<file path="src/rtl/float_mul_seq.sv">
// Sequential IEEE-754 multiplier: shift-add significand product (one multiplier
// bit per cycle), round-to-nearest-even, flush-to-zero of subnormals, and
// overflow/underflow/invalid/inexact flags. Valid/ready on both sides.
//
// state | meaning
// IDLE  | waiting for operands, in_ready high
// MUL   | shift-add of one multiplier bit per cycle
// RND   | normalise, round, detect range exceptions
// DONE  | result held on s/flags until out_ready
module float_mul_seq #(
   parameter int EXP_W = 8,
   parameter int MAN_W = 23,
   localparam int W = 1 + EXP_W + MAN_W
) (
   input  logic         clk,
   input  logic         rst,
   input  logic         in_valid,
   output logic         in_ready,
   input  logic [W-1:0] a,
   input  logic [W-1:0] b,
   output logic         out_valid,
   input  logic         out_ready,
   output logic [W-1:0] s,
   output logic         overflow,
   output logic         underflow,
   output logic         invalid,
   output logic         inexact
);

   localparam int SW  = MAN_W + 1;
   localparam int PW  = 2 * SW;
   localparam int EW2 = EXP_W + 2;
   localparam int CW  = $clog2(SW + 1);
   localparam logic [EW2-1:0] BIAS    = EW2'((1 << (EXP_W - 1)) - 1);
   localparam logic [EW2-1:0] EXP_MAX = EW2'((1 << EXP_W) - 1);
   localparam logic [W-1:0]   QNAN    = {1'b0, {EXP_W{1'b1}}, 1'b1, {(MAN_W-1){1'b0}}};

   typedef enum logic [1:0] {IDLE, MUL, RND, DONE} state_t;
   state_t state_q, state_d;

   logic           sign_q;
   logic [PW-1:0]  mcand_q;
   logic [SW-1:0]  mplier_q;
   logic [PW-1:0]  acc_q;
   logic [EW2-1:0] exp_q;
   logic [CW-1:0]  cnt_q;

   // operand classification (subnormals count as zero)
   logic [EXP_W-1:0] a_exp, b_exp;
   logic [MAN_W-1:0] a_frac, b_frac;
   logic a_nan, b_nan, a_inf, b_inf, a_zero, b_zero, special, accept, sgn_in;

   assign a_exp   = a[W-2 -: EXP_W];
   assign b_exp   = b[W-2 -: EXP_W];
   assign a_frac  = a[MAN_W-1:0];
   assign b_frac  = b[MAN_W-1:0];
   assign a_nan   = (&a_exp) & (|a_frac);
   assign b_nan   = (&b_exp) & (|b_frac);
   assign a_inf   = (&a_exp) & ~(|a_frac);
   assign b_inf   = (&b_exp) & ~(|b_frac);
   assign a_zero  = ~(|a_exp);
   assign b_zero  = ~(|b_exp);
   assign special = a_nan | b_nan | a_inf | b_inf | a_zero | b_zero;
   assign sgn_in  = a[W-1] ^ b[W-1];
   assign accept  = in_valid & in_ready;

   assign in_ready  = (state_q == IDLE);
   assign out_valid = (state_q == DONE);

   // special-operand result selection
   logic [W-1:0] sp_s;
   logic         sp_inv;
   always_comb begin
      sp_s   = '0;
      sp_inv = 1'b0;
      if (a_nan | b_nan | (a_inf & b_zero) | (b_inf & a_zero)) begin
         sp_s   = QNAN;
         sp_inv = 1'b1;
      end else if (a_inf | b_inf) begin
         sp_s = {sgn_in, {EXP_W{1'b1}}, {MAN_W{1'b0}}};
      end else begin
         sp_s = {sgn_in, {(W-1){1'b0}}};
      end
   end

   // normalise, round to nearest even, and range-check the finished product
   logic [PW-1:0]    norm;
   logic [SW-1:0]    mant;
   logic             guard, sticky, rbit;
   logic [SW:0]      mant_rnd;
   logic [EW2-1:0]   exp_n, exp_fin;
   logic [MAN_W-1:0] frac_fin;
   logic             r_ovf, r_unf;
   logic [W-1:0]     r_s;
   logic             r_inx;
   always_comb begin
      norm     = acc_q[PW-1] ? acc_q : (acc_q << 1);
      exp_n    = exp_q + EW2'(acc_q[PW-1]);
      mant     = norm[PW-1 -: SW];
      guard    = norm[SW-1];
      sticky   = |norm[SW-2:0];
      rbit     = guard & (sticky | mant[0]);
      mant_rnd = {1'b0, mant} + {{SW{1'b0}}, rbit};
      exp_fin  = exp_n + EW2'(mant_rnd[SW]);
      frac_fin = mant_rnd[SW] ? mant_rnd[MAN_W:1] : mant_rnd[MAN_W-1:0];
      r_ovf    = ~exp_fin[EW2-1] & (exp_fin >= EXP_MAX);
      r_unf    = exp_fin[EW2-1] | (exp_fin == '0);
      r_inx    = guard | sticky;
      r_s      = {sign_q, exp_fin[EXP_W-1:0], frac_fin};
      if (r_ovf) begin
         r_s   = {sign_q, {EXP_W{1'b1}}, {MAN_W{1'b0}}};
         r_inx = 1'b1;
      end else if (r_unf) begin
         r_s   = {sign_q, {(W-1){1'b0}}};
         r_inx = 1'b1;
      end
   end

   // state register
   always_ff @(posedge clk) begin
      if (rst) state_q <= IDLE;
      else     state_q <= state_d;
   end

   // next-state decode; counter at 1 means the last multiplier bit is being added
   always_comb begin
      state_d = state_q;
      unique case (state_q)
         IDLE:    if (accept) state_d = special ? DONE : MUL;
         MUL:     if (cnt_q == CW'(1)) state_d = RND;
         RND:     state_d = DONE;
         DONE:    if (out_ready) state_d = IDLE;
         default: state_d = IDLE;
      endcase
   end

   // datapath: operand capture, shift-add iterations, result/flag registers
   always_ff @(posedge clk) begin
      if (rst) begin
         sign_q    <= 1'b0;
         mcand_q   <= '0;
         mplier_q  <= '0;
         acc_q     <= '0;
         exp_q     <= '0;
         cnt_q     <= '0;
         s         <= '0;
         overflow  <= 1'b0;
         underflow <= 1'b0;
         invalid   <= 1'b0;
         inexact   <= 1'b0;
      end else begin
         unique case (state_q)
            IDLE: if (accept) begin
               sign_q    <= sgn_in;
               mcand_q   <= {{SW{1'b0}}, 1'b1, a_frac};
               mplier_q  <= {1'b1, b_frac};
               acc_q     <= '0;
               exp_q     <= EW2'(a_exp) + EW2'(b_exp) - BIAS;
               cnt_q     <= CW'(SW);
               overflow  <= 1'b0;
               underflow <= 1'b0;
               inexact   <= 1'b0;
               invalid   <= special & sp_inv;
               s         <= special ? sp_s : '0;
            end
            MUL: begin
               acc_q    <= acc_q + (mplier_q[0] ? mcand_q : '0);
               mcand_q  <= mcand_q << 1;
               mplier_q <= mplier_q >> 1;
               cnt_q    <= cnt_q - CW'(1);
            end
            RND: begin
               s         <= r_s;
               overflow  <= r_ovf;
               underflow <= r_unf;
               inexact   <= r_inx;
            end
            default: ;
         endcase
      end
   end

endmodule
</file>
<file path="config.mk">
export PLATFORM = sky130hd
export DESIGN_NAME = float_mul_seq
export DESIGN_NICKNAME = d
export VERILOG_FILES = /design/src/rtl/float_mul_seq.sv
export SDC_FILE = /design/constraint.sdc
export NUM_CORES = 1
export LEC_CHECK = 0
export ABC_CLOCK_PERIOD_IN_PS = 7200
export CORE_ASPECT_RATIO = 1.25
export CORE_MARGIN = 3
export CORE_UTILIZATION = 52
export DETAILED_ROUTE_END_ITERATION = 10
export PLACE_DENSITY = 0.73
export SYNTH_ARGS = -nofsm -noshare
export SYNTH_HDL_FRONTEND = slang
export SYNTH_SLANG_ARGS = --single-unit
</file>
<file path="constraint.sdc">
create_clock -name clk -period 7.2 [get_ports clk]
set_clock_uncertainty 0.2 [all_clocks]
set_input_delay 1.08 -clock clk [delete_from_list [all_inputs] [get_ports clk]]
set_output_delay 1.08 -clock clk [all_outputs]
set_load 0.02 [all_outputs]
</file>
Yosys cells after proc, flatten, opt, wreduce, memory -nomap -nowiden
Index checks and enable logic that the tools add are counted.

Bits of input ports: 68. Flip-flop bits (word level): 174. Word-level logic and storage cells: 99. Output and inout port bits: 38.

Eq/ne operators: 7. $add $sub $neg: 7. Muxes and demuxes: 30. Reductions and logical operators: 15. Magnitude comparators: 1. Bitwise logic cells: 27.

Operators with widths (count): two-way mux 48 bit (4); case mux 48 bit (2 select lines) (2); two-way mux 32 bit (3); two-way mux 31 bit (3); OR reduction 23 bit (3); case mux 32 bit (2 select lines) (1); adder 48 bit (1); case mux 24 bit (2 select lines) (1); adder 24 x 1 -> 25 bit (1); two-way mux 24 bit (1); two-way mux 23 bit (1); adder 10 x 1 -> 10 bit (2); AND reduction 8 bit (2); OR reduction 8 bit (2); bitwise OR 1 bit (11); bitwise AND 1 bit (10); greater-or-equal comparator 10 x 8 -> 1 bit, second input constant (1); zero test 10 bit (1); case mux 5 bit (2 select lines) (1); subtractor 9 x 7 -> 10 bit, second input constant (1); adder 8 x 8 -> 9 bit (1); two-way mux 2 bit (4); case mux 2 bit (4 select lines) (1); case mux 1 bit (2 select lines) (3); other kinds (14) (26).

Logic depth before layout (Yosys ltp)
Depth in word-level cells: 11. Depth in mapped cells: 26. Gate-level depth less buffers: 20.

Worst setup path after synthesis
Ideal clock, no wire load.

Kind: register -> register. From: register acc_q[47]. To: register s[29]. Arrival time: 5.362 ns. Library setup time: 0.122 ns. Cell stages (with the launch flop): 26. Path slack: 1.517 ns. Path buffers: 5. Cell sequence: dfxtp_1 buf_6 buf_2 buf_1 clkbuf_1 clkbuf_1 nand2_1 a21boi_0 ha_1 nand2_1 nor4b_2 nand4_4 nor3_2 xor2_1 ha_1 a21o_1 ha_1 nand3_1 nor2_1 nor3_1 a31oi_1 nor4_1 o2111ai_4 nand3_1 nor2_2 a221o_1.

Word-level cells in the longest chain between the ends: 11.

Ends and longest elaborated chain: start, declared (RTL line 44) `logic [PW-1:0] acc_q;`; start signal, assigned (RTL line 167) `acc_q <= acc_q + (mplier_q[0] ? mcand_q : '0);`; two-way mux 48 bit (RTL line 97) `norm = acc_q[PW-1] ? acc_q : (acc_q << 1);`; OR reduction 23 bit (RTL line 101) `sticky = |norm[SW-2:0];`; bitwise OR 1 bit (RTL line 102) `rbit = guard & (sticky | mant[0]);`; bitwise AND 1 bit (RTL line 102); adder 24 x 1 -> 25 bit (RTL line 103) `mant_rnd = {1'b0, mant} + {{SW{1'b0}}, rbit};`; adder 10 x 1 -> 10 bit (*) (RTL line 104) `exp_fin = exp_n + EW2'(mant_rnd[SW]);`; branches (longest 3 deep; another with greater-or-equal comparator 10 x 8 -> 1 bit); two-way mux 31 bit (*) (RTL line 110) `if (r_ovf) begin`; case mux 32 bit (2 select lines) (*) (RTL line 152) `unique case (state_q)`; end signal, assigned (RTL line 164) `s <= special ? sp_s : '0;`; end signal, assigned (RTL line 173) `s <= r_s;`; end, declared (RTL line 23) `output logic [W-1:0] s,`.

Every way passes the cells marked *. A chain may end at the register's enable or synchronous reset.

Worst setup path in the final report
From: register acc_q[22]. To: register s[29].

Word-level cells in the longest chain between the ends: 11.

Ends and longest elaborated chain (RTL line): two-way mux 48 bit (*) (97); OR reduction 23 bit (101); bitwise OR 1 bit (102); bitwise AND 1 bit (*) (102); adder 24 x 1 -> 25 bit (*) (103); adder 10 x 1 -> 10 bit (*) (104); branches (longest 3 deep; another with greater-or-equal comparator 10 x 8 -> 1 bit); two-way mux 31 bit (*) (110); case mux 32 bit (2 select lines) (*) (152).

Marked as above.

==> summary.txt <==
Outcome
  • Run status: finished clean

Clock network
  • CTS H-Tree Depth: 4
  • Setup bufs post-CTS: 0
  • Clock transition at path regs: 0.08 ns
  • Clk sink count: 174
  • Clock Latency Late Sink: 0.44 ns
  • Num CTS Buffers: 17
  • Post-CTS sizing: 0
  • # hold bufs at CTS: 0
  • CTS tree: yes
  • Root Buffer: clkbuf_16
  • Clock buffer depth: 2

Global routing
  • Vias in the first global route: 10381
  • Tot GR Track Use: 26.0%
  • First-pass GRT wire length: 52.5 mm
  • Initial antenna violation count: 0
  • Grt total ovfl: 0
  • Largest net degree at the start of global routing: 93

Routing
  • Via/cell ratio: 6.08
  • # DRC: 0
  • DRT Wirelength: 31.7 mm
  • Starting DRT DRC Count: 629
  • Routed wire per std cell: 17.9 µm
  • Post-route ant nets: 0
  • Initial DRT Pass Iterations: 7
  • Total number of vias: 10785

Finish
  • Final Util: 61.0%
  • # diodes: 0
  • Non-Filler Instances: 1775
  • Area grow syn2layout: 14.7%
  • Fraction of layout cells with a size suffix above 1: 4.41%
  • Design area: 13200 µm²
  • NumNets Final: 1624

Timing
  • Count of pins over their slew limit: 0
  • Rel. slew slack: 28.4%
  • Setup-failing EPs final: 0
  • Setup tns final: 0 ns
  • Fin. Hold Viols: 0
  • Fmax: 0.192 GHz
  • Tightest Pin Transition: 1.07 ns
  • Post-layout min period: 5.22 ns
  • Period utilization: 72.5%
  • RSZ-0062 raised after global routing: no

Synth
  • Library cells used by synthesis: 74
  • Sequential-to-total area share from yosys stat: 30.2%
  • Post-synthesis cell area: 11500 µm²
  • Ys flop type: dfxtp_1
  • Syn_nets: 1588
  • FF+latch count, synth: 174
  • Post-synth EDFFs: 0
  • Post-Syn Instances: 1447
  • Avg Cell Area, Syn: 7.97 µm²
  • Syn. warnings: 0
  • Async S/R FF share, synth: 0%

Setup path
  • Reg-to-Reg End: s[29]
  • Worst setup path end: s[29]
  • Type of origin of the critical path: flop
  • CP delay by family, top: simple AND/OR/NAND/NOR gates
  • Crit path max-delay cell type: nor3_2
  • Most frequent CP cell: ha_1
  • CP startpoint: acc_q[22]
  • R2R Path Start: acc_q[22]
  • Worst path required time: 7.32 ns
  • Cell Chain, Critical Path: nand2b_1 -> a21boi_0 -> ha_1 -> nand2_1 -> nor4b_2 -> nand4_4 -> nor3_2 -> xor2_1 -> ha_1 -> a21o_1 -> ha_1 -> nand3_1 -> nor2_1 -> a31oi_1 -> nor4_1 -> o2111ai_4 -> nand3_1 -> nor2_2 -> a221o_1
  • Max Fanout on Critical Path: 10
  • Buf+Inv Stages, Crit Path: 0
  • R2R depth: 19
  • Critical setup path kind: reg2reg
  • Critical path depth: 19
  • Worst path arrival time: 5.34 ns
  • Crit. End Element: flop
  • Largest stage delay, worst path: 0.68 ns
  • R2r setup slk: 1.98 ns

Place
  • Placed cell count: 1743
  • Detailed-placement wirelength estimate: 23.4 mm
  • I/O Buffers: 105
  • Placement Cell Area: 12600 µm²
  • Routability cong.: 0.929

Die
  • Core ar.: 21700 µm²
  • Die Ht: 173 µm
  • Initial Utilization: 53.2%
  • # rows: 60
  • Number of top-level pins: 106
  • Horiz. Die Dim: 139 µm
  • Die ar.: 24000 µm²

Power
  • Leakage: 5.12 nW
  • VDD IR-drop max: 211 µV
  • Total power: 3.41 mW
  • Power Density: 258 nW/µm²

Min path
  • Hold Path Class: reg2reg

Run
  • Max cap viols: 0
[routing by layer]
metal / vias to the layer above / share of wire [%] / wire (µm) / global-route usage [%]
met3: 68 / 3.5 / 1130 / 3.84
met4: 0 / 3.9 / 1230 / 10.8
met1: 5044 / 42 / 13400 / 31.6
met2: 304 / 50 / 15900 / 45.5
li1: 5369 / - / - / -
met5: - / 0 / 0 / 0
[tightest hold or removal path: stages, from the launching register on]
cell	delay, ns
dfxtp_1	0.33
nand2_1	0.04
o21ai_0	0.06
[synthesized netlist by cell type, drive strengths merged, types with 7 or more instances]
library cell / number / area share, %
dfxtp: 174 / 30
nor2: 169 / 5.5
nand2: 121 / 4.0
a21oi: 106 / 4.6
clkbuf: 88 / 2.9
ha: 71 / 7.7
o21ai: 68 / 3.0
a211oi: 65 / 4.2
and2: 63 / 3.4
mux2i: 58 / 5.0
a22oi: 50 / 3.3
xnor2: 44 / 3.3
nand3: 35 / 1.6
inv: 34 / 1.1
a21o: 27 / 1.8
nor3: 24 / 1.2
nand4: 23 / 1.4
xor2: 23 / 1.8
nor4: 21 / 1.1
a31oi: 14 / 0.76
and3: 13 / 0.71
o21bai: 12 / 0.78
nor2b: 10 / 0.54
buf: 9 / 0.40
o2111ai: 9 / 0.84
o211ai: 9 / 0.59
a221o: 8 / 0.69
a22o: 8 / 0.61
nand2b: 8 / 0.43
o21a: 7 / 0.46
[power by group]
group	switching [mW]	leakage (nW)	total (mW)	internal, mW
sequential	0.127	1.42	1.24	1.11
combinational	0.770	3.42	1.22	0.451
clock	0.445	0.285	0.945	0.500
total	1.34	5.12	3.41	2.07
[area by class of cell]
type                            instances  area (µm²)
Fill cell                            1988        8460
Multi-Input combinational cell       1142        7560
Sequential cell                       174        3480
Timing Repair Buffer                  114        1120
Clock buffer                           18         439
Tap cell                              279         349
Clock inverter                         14         150
Inverter                               34         128
[flip-flops by register name (all words and copies together) (netlist names)]
signal,flops
s,32
acc_q,48
overflow,1
invalid,1
cnt_q,5
mplier_q,24
inexact,1
exp_q,10
state_q,2
sign_q,1
underflow,1
mcand_q,48
[metrics by stage]
step / hold slack (ns) / setup WS (ns)
4_1_cts: 0.260 / 2.02
5_1_grt: 0.291 / 1.63
2_1_floorplan: 0.250 / 1.52
3_3_place_gp: 0.236 / 2.12
6_report: 0.258 / 1.98
3_5_place_dp: 0.241 / 2.04
[cells by family after synthesis]
family	share of synthesized area, %
muxes	5.23
AOI/OAI and AO/OA	25.5
and+or+nand+nor	21.5
buffers and inverters	4.39
adders and majority gates	8.05
xor gates and xnor gates	5.15
DFF	30.2
[worst min path at each step]
stage / from / endpoint / slack [ns] / cells past startpoint
2_1_floorplan: cnt_q[3] / cnt_q[3] / 0.25 / 1
3_3_place_gp: s[14] / s[14] / 0.24 / 2
3_5_place_dp: s[14] / s[14] / 0.24 / 2
4_1_cts: s[14] / s[14] / 0.26 / 2
5_1_grt: s[2] / s[2] / 0.29 / 2
6_report: s[14] / s[14] / 0.26 / 2
[placed cells by master (no fill, tap or decap), types with 5 or more instances in the layout]
cell,synthesis,layout
a211o_1,6,6
a211oi_1,65,65
a21o_1,27,27
a21oi_1,106,106
a221o_1,8,8
a22o_1,8,8
a22oi_1,50,50
a311oi_1,5,5
a31oi_1,14,14
a32o_1,6,6
and2_1,62,61
and3_1,13,13
buf_4,0,10
clkbuf_16,0,17
clkdlybuf4s50_1,0,104
dfxtp_1,174,173
ha_1,71,70
inv_1,34,34
inv_6,0,6
mux2i_1,58,58
nand2_1,120,120
nand2b_1,8,8
nand3_1,34,34
nand3b_1,6,6
nand4_1,22,22
nor2_1,167,166
nor2b_1,10,10
nor3_1,22,22
nor3b_1,6,6
nor4_1,21,21
o2111ai_1,8,8
o211ai_1,9,9
o21a_1,7,6
o21ai_0,64,64
o21bai_1,12,12
xnor2_1,44,44
xor2_1,22,22
Note: power is estimated with default switching activity, not from simulation.
